## src/rtl/lg_nor_bist_ctrl.sv

```systemverilog
// Built-in self-test sequencer for the six-input NOR gate block.
// The sequencer steps through all 64 input vectors and holds each one for a
// programmable settle time. It then samples the four gate outputs against
// an internal NOR model and records the error count and the first failing
// vector.
module lg_nor_bist_ctrl #(
  parameter int SETTLE_CYCLES = 2
) (
  input  logic       clk,
  input  logic       rst,
  input  logic       start,
  input  logic       abort,
  output logic [5:0] vec,
  input  logic [3:0] y_in,
  output logic       busy,
  output logic       done,
  output logic       pass,
  output logic [6:0] err_count,
  output logic [5:0] first_fail_vec,
  output logic [3:0] first_fail_y
);

  typedef enum logic [1:0] {
    IDLE   = 2'd0,
    SETTLE = 2'd1,
    CHECK  = 2'd2,
    DONE   = 2'd3
  } stateT;

  // Last settle count before the sample cycle; legal parameter range is 1..15.
  localparam logic [3:0] SETTLE_LAST = 4'(SETTLE_CYCLES - 1);

  stateT      state_q, state_d;
  logic [3:0] settleCnt_q, settleCnt_d;
  logic [5:0] vec_q, vec_d;
  logic [6:0] errCount_q, errCount_d;
  logic [5:0] failVec_q, failVec_d;
  logic [3:0] failY_q, failY_d;
  logic       failSeen_q, failSeen_d;

  logic [3:0] expY;
  logic       mismatch;

  // Ideal NOR response for the current vector; G (vec[0]) never contributes.
  always_comb begin
    expY[0]  = ~(|vec_q[5:4]);
    expY[1]  = ~(|vec_q[5:3]);
    expY[2]  = ~(|vec_q[5:2]);
    expY[3]  = ~(|vec_q[5:1]);
    mismatch = (y_in != expY);
  end

  // Next-state logic: sweep control, abort handling and result capture.
  always_comb begin
    state_d     = state_q;
    settleCnt_d = settleCnt_q;
    vec_d       = vec_q;
    errCount_d  = errCount_q;
    failVec_d   = failVec_q;
    failY_d     = failY_q;
    failSeen_d  = failSeen_q;
    case (state_q)
      IDLE, DONE: begin
        if (start) begin
          state_d     = SETTLE;
          settleCnt_d = 4'd0;
          vec_d       = 6'd0;
          errCount_d  = 7'd0;
          failVec_d   = 6'd0;
          failY_d     = 4'd0;
          failSeen_d  = 1'b0;
        end
      end
      SETTLE: begin
        if (abort) begin
          state_d     = IDLE;
          vec_d       = 6'd0;
          settleCnt_d = 4'd0;
        end else begin
          settleCnt_d = settleCnt_q + 4'd1;
          if (settleCnt_q == SETTLE_LAST) begin
            state_d = CHECK;
          end
        end
      end
      CHECK: begin
        if (abort) begin
          state_d     = IDLE;
          vec_d       = 6'd0;
          settleCnt_d = 4'd0;
        end else begin
          if (mismatch) begin
            errCount_d = errCount_q + 7'd1;
            if (!failSeen_q) begin
              failSeen_d = 1'b1;
              failVec_d  = vec_q;
              failY_d    = y_in;
            end
          end
          if (vec_q == 6'd63) begin
            state_d = DONE;
          end else begin
            vec_d       = vec_q + 6'd1;
            settleCnt_d = 4'd0;
            state_d     = SETTLE;
          end
        end
      end
      default: begin
        state_d = IDLE;
      end
    endcase
  end

  // State and result registers, cleared asynchronously by reset.
  always_ff @(posedge clk or posedge rst) begin
    if (rst) begin
      state_q     <= IDLE;
      settleCnt_q <= 4'd0;
      vec_q       <= 6'd0;
      errCount_q  <= 7'd0;
      failVec_q   <= 6'd0;
      failY_q     <= 4'd0;
      failSeen_q  <= 1'b0;
    end else begin
      state_q     <= state_d;
      settleCnt_q <= settleCnt_d;
      vec_q       <= vec_d;
      errCount_q  <= errCount_d;
      failVec_q   <= failVec_d;
      failY_q     <= failY_d;
      failSeen_q  <= failSeen_d;
    end
  end

  assign vec            = vec_q;
  assign busy           = (state_q == SETTLE) || (state_q == CHECK);
  assign done           = (state_q == DONE);
  assign pass           = done && (errCount_q == 7'd0);
  assign err_count      = errCount_q;
  assign first_fail_vec = failVec_q;
  assign first_fail_y   = failY_q;

endmodule

```

## config.mk

```make
export PLATFORM = sky130hd
export DESIGN_NAME = lg_nor_bist_ctrl
export DESIGN_NICKNAME = d
export VERILOG_FILES = /design/src/rtl/lg_nor_bist_ctrl.sv
export SDC_FILE = /design/constraint.sdc
export NUM_CORES = 1
export LEC_CHECK = 0
export ABC_AREA = 0
export BUFFER_PORTS_ARGS = -buffer_cell sky130_fd_sc_hd__buf_4
export CAP_MARGIN = 20
export CORE_MARGIN = 2
export CORE_UTILIZATION = 46
export CTS_BUF_LIST = sky130_fd_sc_hd__clkbuf_4 sky130_fd_sc_hd__clkbuf_8 sky130_fd_sc_hd__clkbuf_16
export CTS_CLUSTER_SIZE = 30
export DETAILED_ROUTE_END_ITERATION = 12
export MAX_ROUTING_LAYER = met4
export PLACE_DENSITY = 0.8
export SETUP_SLACK_MARGIN = 0.15
export SLEW_MARGIN = 20
export SYNTH_ARGS = -nofsm -noshare
export SYNTH_HDL_FRONTEND = slang
export SYNTH_SLANG_ARGS = --single-unit
export TNS_END_PERCENT = 50
```

## constraint.sdc

```tcl
create_clock -name clk -period 2.47 [get_ports clk]
set_clock_uncertainty 0.1 [all_clocks]
set_input_delay 0.247 -clock clk [delete_from_list [all_inputs] [get_ports clk]]
set_output_delay 0.247 -clock clk [all_outputs]
set_load 0.02 [all_outputs]
```

==> results.py, run 1 <==
metrics = {
    "place": {
        "portBuffers": 33,
        "dp.cells": 267,
        "dpl.hpwl_um": 2500,
        "place.gp.congestion": 0.821,
    },
    "finish": {
        "num-fill-cells": 328,
        "drive_gt1_share_pct": 28.3,
        "area_growth_pct": 25.9,
        "layoutNonFillerInstCount": 274,
        "nets": 244,
        "diodes": 0,
    },
    "job": {
        "drv_cap": 0,
    },
    "die": {
        "dieArea_um2": 4290,
        "io_pins": 34,
        "core_um2": 3660,
        "initial_utilization_pct": 47.5,
        "dieWidth_um": 65.5,
        "die_h_um": 65.5,
        "rows": 22,
    },
    "setup_path": {
        "crit_type": "flop to flop",
        "cp-end-kind": "flop",
        "r2r_slack_ps": 260,
        "cp.required_ps": 2560,
        "r2r-start": "vec[2]",
        "startpoint": "vec[2]",
        "cp.arrival_ps": 2300,
        "critPathCapture": "first_fail_vec[0]",
        "ff2ff_path_depth": 6,
        "r2r_end": "first_fail_vec[0]",
        "start_kind": "flop",
        "cp_max_fo": 9,
    },
    "synthesis": {
        "synth-adder-area-share_pct": 6.47,
        "synth_mux_area_share_pct": 9.64,
        "avgSynthCellArea_um2": 9.61,
        "ys.flop_type": "dfrtp_1",
        "yosys_warnings": 0,
        "synth_cells": 181,
        "ys_types": 43,
        "syn-num-nets": 198,
        "synth_top_family_by_area": "simple AND/OR/NAND/NOR gates",
        "synth_xor_area_share_pct": 0.504,
        "yosys_register_bits": 30,
        "yosysSeqAreaShare_pct": 43.2,
        "synth_edf_count": 0,
        "syn_area_um2": 1740,
        "yosys.area_share.simple_pct": 20.6,
        "synth_compound_area_share_pct": 13.3,
        "synth-async-reset-ratio_pct": 100,
    },
    "drt": {
        "drcViolationCount": 0,
        "met1_length_um": 1570,
        "avgViaCountPerCell": 5.18,
        "routed_wl_um": 3400,
        "routedWlPerCell_um": 12.4,
        "antenna_left": 0,
        "first_iter_violations": 100,
        "routed.top_layer": "met4",
        "dr_wl_met3_um": 182,
        "met2_length_um": 1600,
        "drtPass1Iterations": 4,
        "vias": 1418,
    },
    "min_path": {
        "worstHoldPathType": "input port to flop",
        "min-delay-start": "y_in[0]",
    },
    "clock_network": {
        "cts_sinks": 30,
        "cts_tree": "done",
        "cts_max_level": 2,
        "numCtsBuffers": 5,
        "clock_path_buffers": 2,
        "clkTransAtPathRegs_ps": 60,
        "clk_latency_ps": 270,
        "root_buffer": "clkbuf_8",
    },
    "outcome": {
        "status": "complete, no violations",
    },
    "pwr": {
        "vdd_drop_max_v": 0.000523,
        "seqPwrFrac_pct": 32.7,
        "power_frac_comb_pct": 47.3,
        "power_density_nw_per_um2": 852,
        "p_sw_share_pct": 37.8,
        "p_leak_nw": 1.04,
        "clock_power_share_pct": 20.0,
        "internal_power_mw": 1.16,
        "p_sw_uw": 706,
    },
    "sta": {
        "rsz0062_at_grt": "false",
        "period_minus_slack_ps": 2210,
        "max_freq_ghz": 0.453,
        "setup_violations": 0,
        "final_hold_viol_count": 0,
        "maxSlewHeadroom_pct": 75.8,
        "min_period_over_period_pct": 89.4,
        "fin_tns_setup_ps": 0,
        "slew_violations": 0,
        "worstMarginPinSlew_ps": 359,
    },
    "global_routing": {
        "grt_max_degree": 31,
        "grt-ovfl-total": 0,
        "grt_pass1_wl_um": 5980,
        "grt_antenna_before_repair": 0,
        "grt_pass1_vias": 1381,
        "grt_usage_pct": 18.5,
    },
}
[how the worst min path moves through the flow]
stage	slack, ps	cells past startpoint	end
2_1_floorplan	240	1	err_count[0]
3_3_place_gp	250	3	first_fail_vec[4]
3_5_place_dp	250	3	first_fail_vec[3]
4_1_cts	150	3	first_fail_y[0]
5_1_grt	150	3	first_fail_y[0]
6_report	160	3	first_fail_y[0]
[placed cells by master, fill, tap and decap left out, drive strengths merged, types with 2 or more instances in the layout]
master / n
nand2: 21
inv: 20
or2: 3
o31a: 2
nand3: 6
nor3b: 5
buf: 44
mux2: 3
clkbuf: 6
nand2b: 6
a211oi: 2
nor2b: 3
o21ai: 17
o31ai: 4
nor2: 8
o2bb2ai: 2
nor3: 3
dfrtp: 30
mux2i: 13
ha: 9
a21oi: 3
[critical path: stages (launching register included)]
cell and delay, ps:
dfrtp_1 370, or4_4 550, nor3_1 290, nor4b_4 100, nor3b_2 250, buf_4 250, mux2i_1 210
[flip-flops by register name (all words and copies together), names as in the netlist]
register,cells
first_fail_vec,6
err_count,7
first_fail_y,4
state_q,2
settleCnt_q,4
failSeen_q,1
vec,6
[metrics by stage]
step	hold slack, ps	worst slack [ps]	power, mW	util (%)	instance area, um^2
floorplan	238	10.3	1.23	-	1740
global placement	250	306	1.48	57.2	2090
detailed placement	251	255	1.49	57.2	2090
CTS	146	245	1.87	59.7	2190
global route	146	152	2.01	59.8	2190
finish	155	263	1.87	59.8	2190
[routing by layer]
| metal | global-route usage, % | vias up |
|---|---|---|
| li1 | - | 715 |
| met1 | 23.2 | 668 |
| met2 | 29.2 | 30 |
| met3 | 5.31 | 5 |
| met4 | 5.73 | 0 |
| met5 | - | - |
[layout make-up]
| cell class | count | area (um^2) | area share [%] |
|---|---|---|---|
| Timing Repair Buffer | 45 | 340 | 15.5 |
| Tap cell | 48 | 60.1 | 2.74 |
| Multi-Input combinational cell | 125 | 881 | 40.2 |
| Clock buffer | 6 | 82.6 | 3.77 |
| Sequential cell | 30 | 751 | 34.3 |
| Inverter | 20 | 75.1 | 3.43 |
[repair_timing]
action                     CTS  global route
setup endpoints to repair    0             2
buffers inserted             0             0
gates resized for setup      0             1
hold buffers                 1             0
hold endpoints to repair    30             0
[synthesized netlist by cell type, types with 2 or more instances]
master | instances | area [um^2]
dfrtp_1 | 30 | 751
nand2_1 | 21 | 78.8
inv_1 | 20 | 75.1
o21ai_0 | 15 | 75.1
mux2i_1 | 13 | 130
ha_1 | 9 | 113
nor2_1 | 7 | 26.3
nand2b_1 | 6 | 37.5
nand3_1 | 6 | 30.0
nor3b_1 | 4 | 30.0
o31ai_1 | 4 | 30.0
a21oi_1 | 3 | 15.0
clkbuf_1 | 3 | 11.3
nor2b_1 | 3 | 18.8
nor3_1 | 3 | 15.0
or2_2 | 3 | 18.8
a211oi_1 | 2 | 15.0
mux2_2 | 2 | 22.5
o2bb2ai_1 | 2 | 17.5
o31a_1 | 2 | 17.5
[cell families after synthesis]
group / after synthesis
xor gates and xnor gates: 1
and+or+nand+nor: 63
AOI/OAI and AO/OA: 36
DFF: 30
muxes: 16
adders and majority gates: 9
buffers and inverters: 26
[power groups by stage]
stage	Clock (mW)	Combinational (mW)	Sequential [mW]
2_1_floorplan	0	0.593	0.641
3_3_place_gp	0	0.864	0.616
3_5_place_dp	0	0.875	0.618
4_1_cts	0.386	0.877	0.610
5_1_grt	0.412	0.974	0.620
6_report	0.373	0.883	0.610
Note: power is estimated with default switching activity, not from simulation.
==> inputs of run 2 (changes only) <==
CORE_MARGIN = unset   (was 2)
==> results.py, run 2 (synthesized netlist as in run 1, its figures left out) <==
metrics = {
    "setup_path": {
        "start_kind": "flop",
        "cp-end-kind": "flop",
        "ff2ff_path_depth": 6,
        "r2r-start": "vec[5]",
        "critical-path-top-delay-family": "simple AND/OR/NAND/NOR gates",
        "worst_path_largest_cell_delay_ps": 490,
        "cpMostUsedCell": "mux2i_1",
        "slowest_stage": "or4_4",
        "r2r_slack_ps": 210,
        "cp_num_buf_inv": 1,
        "crit_type": "flop to flop",
        "cp_max_fo": 8,
        "cp_cell_sequence": "or4_4 -> mux2i_1 -> nor4b_4 -> nor3b_2 -> buf_4 -> mux2i_1",
        "r2r_end": "first_fail_vec[1]",
        "cp.arrival_ps": 2350,
        "cp.required_ps": 2560,
    },
    "global_routing": {
        "grt-ovfl-total": 0,
        "grt_pass1_vias": 1463,
        "grt_antenna_before_repair": 0,
        "grt_max_degree": 31,
        "grt_usage_pct": 21.3,
        "grt_pass1_wl_um": 6490,
    },
    "sta": {
        "setup_violations": 0,
        "rsz0062_at_grt": "true",
        "slew_violations": 0,
        "maxSlewHeadroom_pct": 70.0,
        "period_minus_slack_ps": 2260,
        "worstMarginPinSlew_ps": 448,
        "max_freq_ghz": 0.442,
        "fin_tns_setup_ps": 0,
        "min_period_over_period_pct": 91.5,
        "fin_ws_ps": 209,
        "final_hold_viol_count": 0,
    },
    "pwr": {
        "p_leak_nw": 1.06,
        "power_density_nw_per_um2": 865,
        "clock_power_share_pct": 21.1,
        "seqPwrFrac_pct": 31.6,
        "power_frac_comb_pct": 47.2,
        "internal_power_mw": 1.20,
        "p_sw_share_pct": 37.7,
        "p_sw_uw": 724,
        "vdd_drop_max_v": 0.000728,
    },
    "clock_network": {
        "cts_max_level": 2,
        "post_cts_buffers": 0,
        "cts_sinks": 30,
        "cts_tree": "done",
        "clock_path_buffers": 2,
        "root_buffer": "clkbuf_8",
        "clkTransAtPathRegs_ps": 60,
        "clk_latency_ps": 270,
        "numCtsBuffers": 5,
    },
    "drt": {
        "routed_wl_um": 3580,
        "routedWlPerCell_um": 13.0,
        "drtPass1Iterations": 4,
        "avgViaCountPerCell": 5.26,
        "drcViolationCount": 0,
        "vias": 1451,
        "first_iter_violations": 64,
        "antenna_left": 0,
    },
    "finish": {
        "diodes": 0,
        "nets": 246,
        "final_cell_mix": "buf_4 (46), dfrtp_1 (30), nand2_1 (21)",
        "final_common_cell": "buf_4",
        "area_growth_pct": 27.6,
        "drive_gt1_share_pct": 30.0,
        "utilization_pct": 64.0,
        "largest_register_ff_count": 7,
    },
    "place": {
        "portBuffers": 33,
        "pre_cts_slack_ps": 173,
        "place.gp.congestion": 0.770,
        "dpl.hpwl_um": 2710,
    },
    "die": {
        "core_um2": 3470,
        "io_pins": 34,
        "dieArea_um2": 4030,
        "initial_utilization_pct": 50.1,
        "die_h_um": 63.5,
        "rows": 21,
        "dieWidth_um": 63.5,
    },
    "min_path": {
        "hold_depth": 3,
        "min-delay-start": "y_in[3]",
        "hold_path_end": "first_fail_y[3]",
        "worstHoldPathType": "input port to flop",
    },
    "outcome": {
        "status": "complete, no violations",
    },
    "job": {
        "drv_cap": 0,
    },
}
run 2: changes by cell type in the layout (fill, tap and decap cells not counted), sizes merged:
cell / delta
clkinv: +1
clkbuf: +1
buf: +2
run 2: final cells by class:
class	count	area (um^2)
Inverter	20	75.1
Clock inverter	1	5.00
Sequential cell	30	751
Fill cell	306	1250
Clock buffer	7	90.1
Tap cell	46	57.6
Timing Repair Buffer	47	355
Multi-Input combinational cell	125	886
run 2: routing by layer:
metal	routed length, um	track usage [%]
met1	1650	27.5
met2	1690	31.8
met3	170	4.71
met4	68	9.66
met5	0	-
run 2: worst max-delay path by stage:
| stage | slack [ps] | cells past startpoint | startpoint | to |
|---|---|---|---|---|
| 2_1_floorplan | 10 | 7 | vec[3] | first_fail_y[2] |
| 3_3_place_gp | 300 | 7 | vec[2] | err_count[2] |
| 3_5_place_dp | 170 | 6 | vec[2] | first_fail_vec[1] |
| 4_1_cts | 160 | 6 | vec[2] | first_fail_vec[1] |
| 5_1_grt | 110 | 6 | vec[5] | first_fail_vec[1] |
| 6_report | 210 | 6 | vec[5] | first_fail_vec[1] |
run 2: worst register-to-register path: stages, from the launching register on:
cell and delay, ps:
dfrtp_1 470, or4_4 490, mux2i_1 280, nor4b_4 80, nor3b_2 320, buf_4 240, mux2i_1 210
run 2: repair_timing:
action,CTS,global route
endpoints found under the setup margin,0,12
resized for setup,0,2
endpoints found under the hold margin,30,0
hold buffers,1,0
run 2: stage by stage:
stage	total power, mW	std cells	hold WS (ps)	area [um^2]
2_1_floorplan	1.23	181	238	1740
3_3_place_gp	1.49	267	253	2110
3_5_place_dp	1.52	267	249	2110
4_1_cts	1.93	276	150	2210
5_1_grt	2.06	276	177	2220
6_report	1.92	276	160	2220
run 2: power groups by stage:
stage | sequential (mW) | combinational, mW | clock (mW)
global placement | 0.614 | 0.881 | 0
finish | 0.608 | 0.907 | 0.406
floorplan | 0.641 | 0.593 | 0
CTS | 0.609 | 0.907 | 0.417
global route | 0.620 | 1.01 | 0.434
detailed placement | 0.618 | 0.902 | 0
